$ cat src/rtl/demux_1xn_stream_pkg.sv
// Shared types and default widths for the 1xN stream demultiplexer.
package demux_pkg;

  typedef enum logic {
    MODE_ROUTE = 1'b0,
    MODE_BCAST = 1'b1
  } mode_e;

  typedef enum logic {
    S_EMPTY = 1'b0,
    S_FULL  = 1'b1
  } slot_state_e;

  localparam int unsigned DEF_DATA_W  = 8;
  localparam int unsigned DEF_NUM_OUT = 4;
  localparam int unsigned DEF_CNT_W   = 16;

endpackage

$ cat src/rtl/demux_1xn_stream_if.sv
// Producer/consumer bundle for demux_1xn_stream. SEL_W is derived from NUM_OUT.
interface demux_1xn_stream_if #(
  parameter int unsigned DATA_W  = 8,
  parameter int unsigned NUM_OUT = 4,
  parameter int unsigned CNT_W   = 16
);
  localparam int unsigned SEL_W = $clog2(NUM_OUT);

  logic [DATA_W-1:0]         in_data;
  logic                      in_valid;
  logic                      in_ready;
  logic [SEL_W-1:0]          sel;
  logic                      bcast;
  logic [NUM_OUT*DATA_W-1:0] out_data;
  logic [NUM_OUT-1:0]        out_valid;
  logic [NUM_OUT-1:0]        out_ready;
  logic [CNT_W-1:0]          drop_cnt;
  logic                      sel_err;

  // Environment side: producer inputs and consumer ready.
  modport master (
    output in_data, in_valid, sel, bcast, out_ready,
    input  in_ready, out_data, out_valid, drop_cnt, sel_err
  );

  // Demux side.
  modport slave (
    input  in_data, in_valid, sel, bcast, out_ready,
    output in_ready, out_data, out_valid, drop_cnt, sel_err
  );
endinterface

$ cat src/rtl/demux_1xn_stream_slot.sv
// One-entry holding slot for a single output channel.
module demux_slot
  import demux_pkg::*;
#(
  parameter int unsigned DATA_W = 8
) (
  input  logic              clk,
  input  logic              rst,
  input  logic              load,
  input  logic [DATA_W-1:0] din,
  input  logic              drain,
  output logic              valid,
  output logic [DATA_W-1:0] dout
);

  slot_state_e       state_q, state_d;
  logic [DATA_W-1:0] data_q, data_d;

  // Next state: a load wins over a drain, so load+drain keeps the slot full with the new word.
  always_comb begin
    state_d = state_q;
    data_d  = data_q;
    if (load) begin
      state_d = S_FULL;
      data_d  = din;
    end else if (state_q == S_FULL && drain) begin
      state_d = S_EMPTY;
    end
  end

  // Slot registers; data is kept after draining.
  always_ff @(posedge clk or posedge rst) begin
    if (rst) begin
      state_q <= S_EMPTY;
      data_q  <= '0;
    end else begin
      state_q <= state_d;
      data_q  <= data_d;
    end
  end

  assign valid = (state_q == S_FULL);
  assign dout  = data_q;

endmodule

$ cat src/rtl/demux_1xn_stream.sv
// 1xN valid/ready demultiplexer with routed, broadcast and drop paths.
module demux_1xn_stream
  import demux_pkg::*;
#(
  parameter int unsigned DATA_W  = DEF_DATA_W,
  parameter int unsigned NUM_OUT = DEF_NUM_OUT,
  parameter int unsigned CNT_W   = DEF_CNT_W
) (
  input  logic                clk,
  input  logic                rst,
  demux_1xn_stream_if.slave   bus
);

  localparam int unsigned SEL_W = $clog2(NUM_OUT);

  logic [NUM_OUT-1:0]        sel_hit;
  logic                      sel_in_range;
  logic [NUM_OUT-1:0]        can_take;
  logic [NUM_OUT-1:0]        load;
  logic                      in_ready_c;
  logic                      drop;
  logic [NUM_OUT-1:0]        out_valid_w;
  logic [NUM_OUT*DATA_W-1:0] out_data_w;
  logic [CNT_W-1:0]          drop_cnt_q, drop_cnt_d;
  logic                      sel_err_q, sel_err_d;
  mode_e                     mode;

  assign mode     = mode_e'(bus.bcast);
  assign can_take = ~out_valid_w | bus.out_ready;

  // One-hot select decode; an empty decode means sel is out of range.
  always_comb begin
    sel_hit = '0;
    for (int unsigned i = 0; i < NUM_OUT; i++) begin
      sel_hit[i] = (bus.sel == SEL_W'(i));
    end
    sel_in_range = |sel_hit;
  end

  // Ready/load/drop decisions; broadcast only proceeds when every slot can take.
  always_comb begin
    in_ready_c = 1'b0;
    load       = '0;
    drop       = 1'b0;
    if (mode == MODE_BCAST) begin
      in_ready_c = &can_take;
      load       = {NUM_OUT{bus.in_valid & in_ready_c}};
    end else if (sel_in_range) begin
      in_ready_c = |(sel_hit & can_take);
      load       = sel_hit & {NUM_OUT{bus.in_valid & in_ready_c}};
    end else begin
      in_ready_c = 1'b1;
      drop       = bus.in_valid;
    end
  end

  // Saturating drop counter and one-cycle error pulse.
  always_comb begin
    drop_cnt_d = drop_cnt_q;
    if (drop && drop_cnt_q != '1) begin
      drop_cnt_d = drop_cnt_q + CNT_W'(1);
    end
    sel_err_d = drop;
  end

  // Drop counter and error flag registers.
  always_ff @(posedge clk or posedge rst) begin
    if (rst) begin
      drop_cnt_q <= '0;
      sel_err_q  <= 1'b0;
    end else begin
      drop_cnt_q <= drop_cnt_d;
      sel_err_q  <= sel_err_d;
    end
  end

  for (genvar g = 0; g < NUM_OUT; g++) begin : g_slot
    demux_slot #(.DATA_W(DATA_W)) u_slot (
      .clk   (clk),
      .rst   (rst),
      .load  (load[g]),
      .din   (bus.in_data),
      .drain (bus.out_ready[g]),
      .valid (out_valid_w[g]),
      .dout  (out_data_w[g*DATA_W +: DATA_W])
    );
  end

  assign bus.in_ready  = in_ready_c;
  assign bus.out_valid = out_valid_w;
  assign bus.out_data  = out_data_w;
  assign bus.drop_cnt  = drop_cnt_q;
  assign bus.sel_err   = sel_err_q;

endmodule

$ cat src/flat_wrapper.sv
// flat-port wrapper written by rule: the top's interface ports become plain ports
module demux_1xn_stream_flat import demux_pkg::*;
#(
  parameter int unsigned DATA_W  = DEF_DATA_W,
  parameter int unsigned NUM_OUT = DEF_NUM_OUT,
  parameter int unsigned CNT_W   = DEF_CNT_W
)
  (clk, rst, bus_in_data, bus_in_valid, bus_sel, bus_bcast, bus_out_ready, bus_in_ready, bus_out_data, bus_out_valid, bus_drop_cnt, bus_sel_err);
  demux_1xn_stream_if #(.DATA_W(DATA_W), .NUM_OUT(NUM_OUT), .CNT_W(CNT_W)) bus_i ();
  input  logic clk;
  input  logic rst;
  input wire logic [$bits(bus_i.in_data)-1:0] bus_in_data;
  input wire logic [$bits(bus_i.in_valid)-1:0] bus_in_valid;
  input wire logic [$bits(bus_i.sel)-1:0] bus_sel;
  input wire logic [$bits(bus_i.bcast)-1:0] bus_bcast;
  input wire logic [$bits(bus_i.out_ready)-1:0] bus_out_ready;
  output wire logic [$bits(bus_i.in_ready)-1:0] bus_in_ready;
  output wire logic [$bits(bus_i.out_data)-1:0] bus_out_data;
  output wire logic [$bits(bus_i.out_valid)-1:0] bus_out_valid;
  output wire logic [$bits(bus_i.drop_cnt)-1:0] bus_drop_cnt;
  output wire logic [$bits(bus_i.sel_err)-1:0] bus_sel_err;
  assign bus_i.in_data = bus_in_data;
  assign bus_i.in_valid = bus_in_valid;
  assign bus_i.sel = bus_sel;
  assign bus_i.bcast = bus_bcast;
  assign bus_i.out_ready = bus_out_ready;
  assign bus_in_ready = bus_i.in_ready;
  assign bus_out_data = bus_i.out_data;
  assign bus_out_valid = bus_i.out_valid;
  assign bus_drop_cnt = bus_i.drop_cnt;
  assign bus_sel_err = bus_i.sel_err;
  demux_1xn_stream #(.DATA_W(DATA_W), .NUM_OUT(NUM_OUT), .CNT_W(CNT_W)) u_core (.clk(clk), .rst(rst), .bus(bus_i));
endmodule
$ cat config.mk
export PLATFORM = sky130hd
export DESIGN_NAME = demux_1xn_stream_flat
export DESIGN_NICKNAME = d
export VERILOG_FILES = /design/src/rtl/demux_1xn_stream_pkg.sv /design/src/rtl/demux_1xn_stream_if.sv /design/src/rtl/demux_1xn_stream_slot.sv /design/src/rtl/demux_1xn_stream.sv /design/src/flat_wrapper.sv
export SDC_FILE = /design/constraint.sdc
export NUM_CORES = 1
export LEC_CHECK = 0
export ABC_CLOCK_PERIOD_IN_PS = 4750
export BUFFER_PORTS_ARGS = -buffer_cell sky130_fd_sc_hd__clkbuf_2
export CAP_MARGIN = 25
export CORE_MARGIN = 5
export CORE_UTILIZATION = 25
export DETAILED_ROUTE_END_ITERATION = 16
export GPL_ROUTABILITY_DRIVEN = 1
export PLACE_DENSITY_LB_ADDON = 0.3
export SETUP_SLACK_MARGIN = 0.4
export SLEW_MARGIN = 15
export SYNTH_ARGS = -nofsm -noshare
export SYNTH_HDL_FRONTEND = slang
export SYNTH_SLANG_ARGS = --single-unit
$ cat constraint.sdc
create_clock -name clk -period 4.75 [get_ports clk]
set_input_delay 0.7125 -clock clk [delete_from_list [all_inputs] [get_ports clk]]
set_output_delay 0.7125 -clock clk [all_outputs]
set_load 0.1 [all_outputs]
==> flow_summary.ini <==
[outcome]
status = completed

[run]
maxCapViolCount = 0

[placement]
io_buffers = 71
dp_hpwl_um = 2984
dp_slack_ns = 1.915
dp.cells = 284
gp_congestion = 0.8307

[die]
rows = 32
die-area_mm2 = 0.009931
ios = 72
fp.dieH_um = 99.66
start_util = 0.2587
coreArea_mm2 = 0.007767
die_x_um = 99.66

[synth]
yosysSeqAreaShare = 0.6600
synth_top_area_cell = dfrtp_1
yosysWarningCount = 0
synthCells = 130
syn-cell-area_mm2 = 0.002009
ys_top_cells_by_area = dfrtp_1 (66%), mux2_2 (17%), o21ai_4 (3.2%)
ys_ff_latch = 53
yosysTopAreaCellShare = 0.6600
synth.net_count = 148
synth_cell_types = 22
avgSynthCellArea_um2 = 15.46

[sta]
fmax_ghz = 0.3539
rsz0062_at_grt = false
slew_viol_final = 0
post-route-period-util = 0.5949
setup_viol = 0
fin_skew_ns = 0.004516
post-route-min-period_ns = 2.826
fin_ws_ns = 1.924
fin_tns_setup_ns = 0
final_hold_viol_count = 0
hold_ws_ns = 0.3809
max-slew-margin-rel = 0.5516
tightest_slew_ns = 0.6726

[layout]
diodes = 0
syn2layout_area_growth_pct = 24.10
fill_cells = 803
fin_cells = 292
post_route_cells_drive_above_1_share = 0.6263
finalNetCount = 207

[drt]
vias_per_cell = 3.952
ant_nets = 0
via_count = 1154
drtIter0Drc = 15
dr.pass1.iters = 3
drc_errors = 0
wl_um = 4116
wl_per_cell_um = 14.10

[grt]
grt_max_degree = 54
antenna_found_initial = 0
grt_pass1_wl_um = 6727
grt_use_total = 0.08614
grt_pass1_vias = 1254
gr-total-overflow = 0

[clock_network]
clkSinkCount = 53
cts-htree-levels = 2
cts_tree = built
cts_buffer_depth = 2
postCtsSetupBuffers = 0
postCtsHoldBufs = 0
clk_pin_slew_ns = 0.09
clkLatencyLatePin_ns = 0.30
cts_buffers = 5
root_buffer = clkbuf_8
post_cts_resized = 0

[setup_path]
cp.required_ns = 4.04
worstPathArrival_ns = 2.11
worst_setup_path_start_kind = primary input
crit_type = in2out
critical_path_peak_fanout = 4
crit_path_end_kind = output pin

[min_path]
worstHoldPathType = reg2reg
## worst max-delay path: stages
cell and delay, ns:
clkbuf_2 0.08, or2b_2 0.34, mux4_2 0.47, nor2_1 0.09
a21oi_1 0.04, clkbuf_2 0.37
## synthesized netlist by cell type
cell / number
nand4b_1: 1
buf_4: 4
clkbuf_1: 16
nand3_1: 1
mux4_2: 1
o21ai_4: 4
nand3b_1: 1
nand2_1: 1
nor2_1: 1
or2b_1: 2
or2b_2: 4
mux2_2: 30
dfrtp_1: 53
mux2_1: 2
nand4_4: 1
nor2b_1: 1
nand2b_1: 2
inv_1: 1
nor3b_1: 1
nand4_1: 1
a21oi_1: 1
conb_1: 1
## metrics by stage
step / instance area (um^2) / utilization
floorplan: 2009 / -
global route: 2494 / 0.3210
detailed placement: 2410 / 0.3102
finish: 2494 / 0.3210
CTS: 2494 / 0.3210
global placement: 2410 / 0.3102
## per-layer routing
layer | share of wire | GRT usage | vias to the layer above | routed length (um)
li1 | - | - | 544 | -
met1 | 0.44 | 0.1167 | 554 | 1826
met2 | 0.44 | 0.1245 | 56 | 1809
met3 | 0.12 | 0.04418 | 0 | 480
met4 | 0 | 0.01576 | 0 | 0
met5 | 0 | 0 | - | 0
## cell families after synthesis
kind of cell | count (synthesis) | share of synthesized area
simple gates | 17 | 0.06600
mux | 33 | 0.1905
other cells | 1 | 0.001866
compound gates | 5 | 0.03487
buf+inv | 21 | 0.04670
flops | 53 | 0.6600
## state kept, by name (all words and copies together) (netlist names)
| register | cells |
|---|---|
| u_core.g_slot.u_slot.dout | 32 |
| u_core.bus.drop_cnt | 16 |
| u_core.g_slot.u_slot.valid | 4 |
| u_core.bus.sel_err | 1 |
## cell type report
| type | instances | area [um^2] | share of cell area |
|---|---|---|---|
| multi-input cells | 56 | 589.3 | 0.2363 |
| inverters | 1 | 3.754 | 0.001505 |
| clock buffers | 7 | 76.32 | 0.03061 |
| clock inverters | 1 | 7.507 | 0.003011 |
| flip-flops and latches | 53 | 1326 | 0.5319 |
| well taps | 102 | 127.6 | 0.05118 |
| repair buffers | 72 | 362.8 | 0.1455 |
## cells in the final DEF, fill, tap and decap left out, types with 2 or more instances in the layout
master    instances
clkbuf_1          2
or2b_1            2
clkbuf_8          5
mux2_1            2
nand2b_1          2
o21ai_4           4
or2b_2            4
dfrtp_1          53
mux2_2           30
clkbuf_2         71
## final timing paths
path	from	endpoint	slack (ns)	cells past startpoint
worst max register to register	u_core.g_slot[1].u_slot.valid	u_core.g_slot[0].u_slot.dout[7]	3.02	4
max in group asynchronous	rst	u_core.g_slot[1].u_slot.dout[3]	3.73	3
worst min-delay path	u_core.bus.drop_cnt[3]	u_core.bus.drop_cnt[3]	0.38	0
worst max-delay path	bus_out_ready[3]	bus_in_ready	1.92	6
worst min register to register	u_core.bus.drop_cnt[3]	u_core.bus.drop_cnt[3]	0.38	0
min in group asynchronous	rst	u_core.bus.drop_cnt[12]	0.56	3
Power is not shown: default switching activity piles up to over one toggle a cycle in this logic, so the estimate is an artifact.
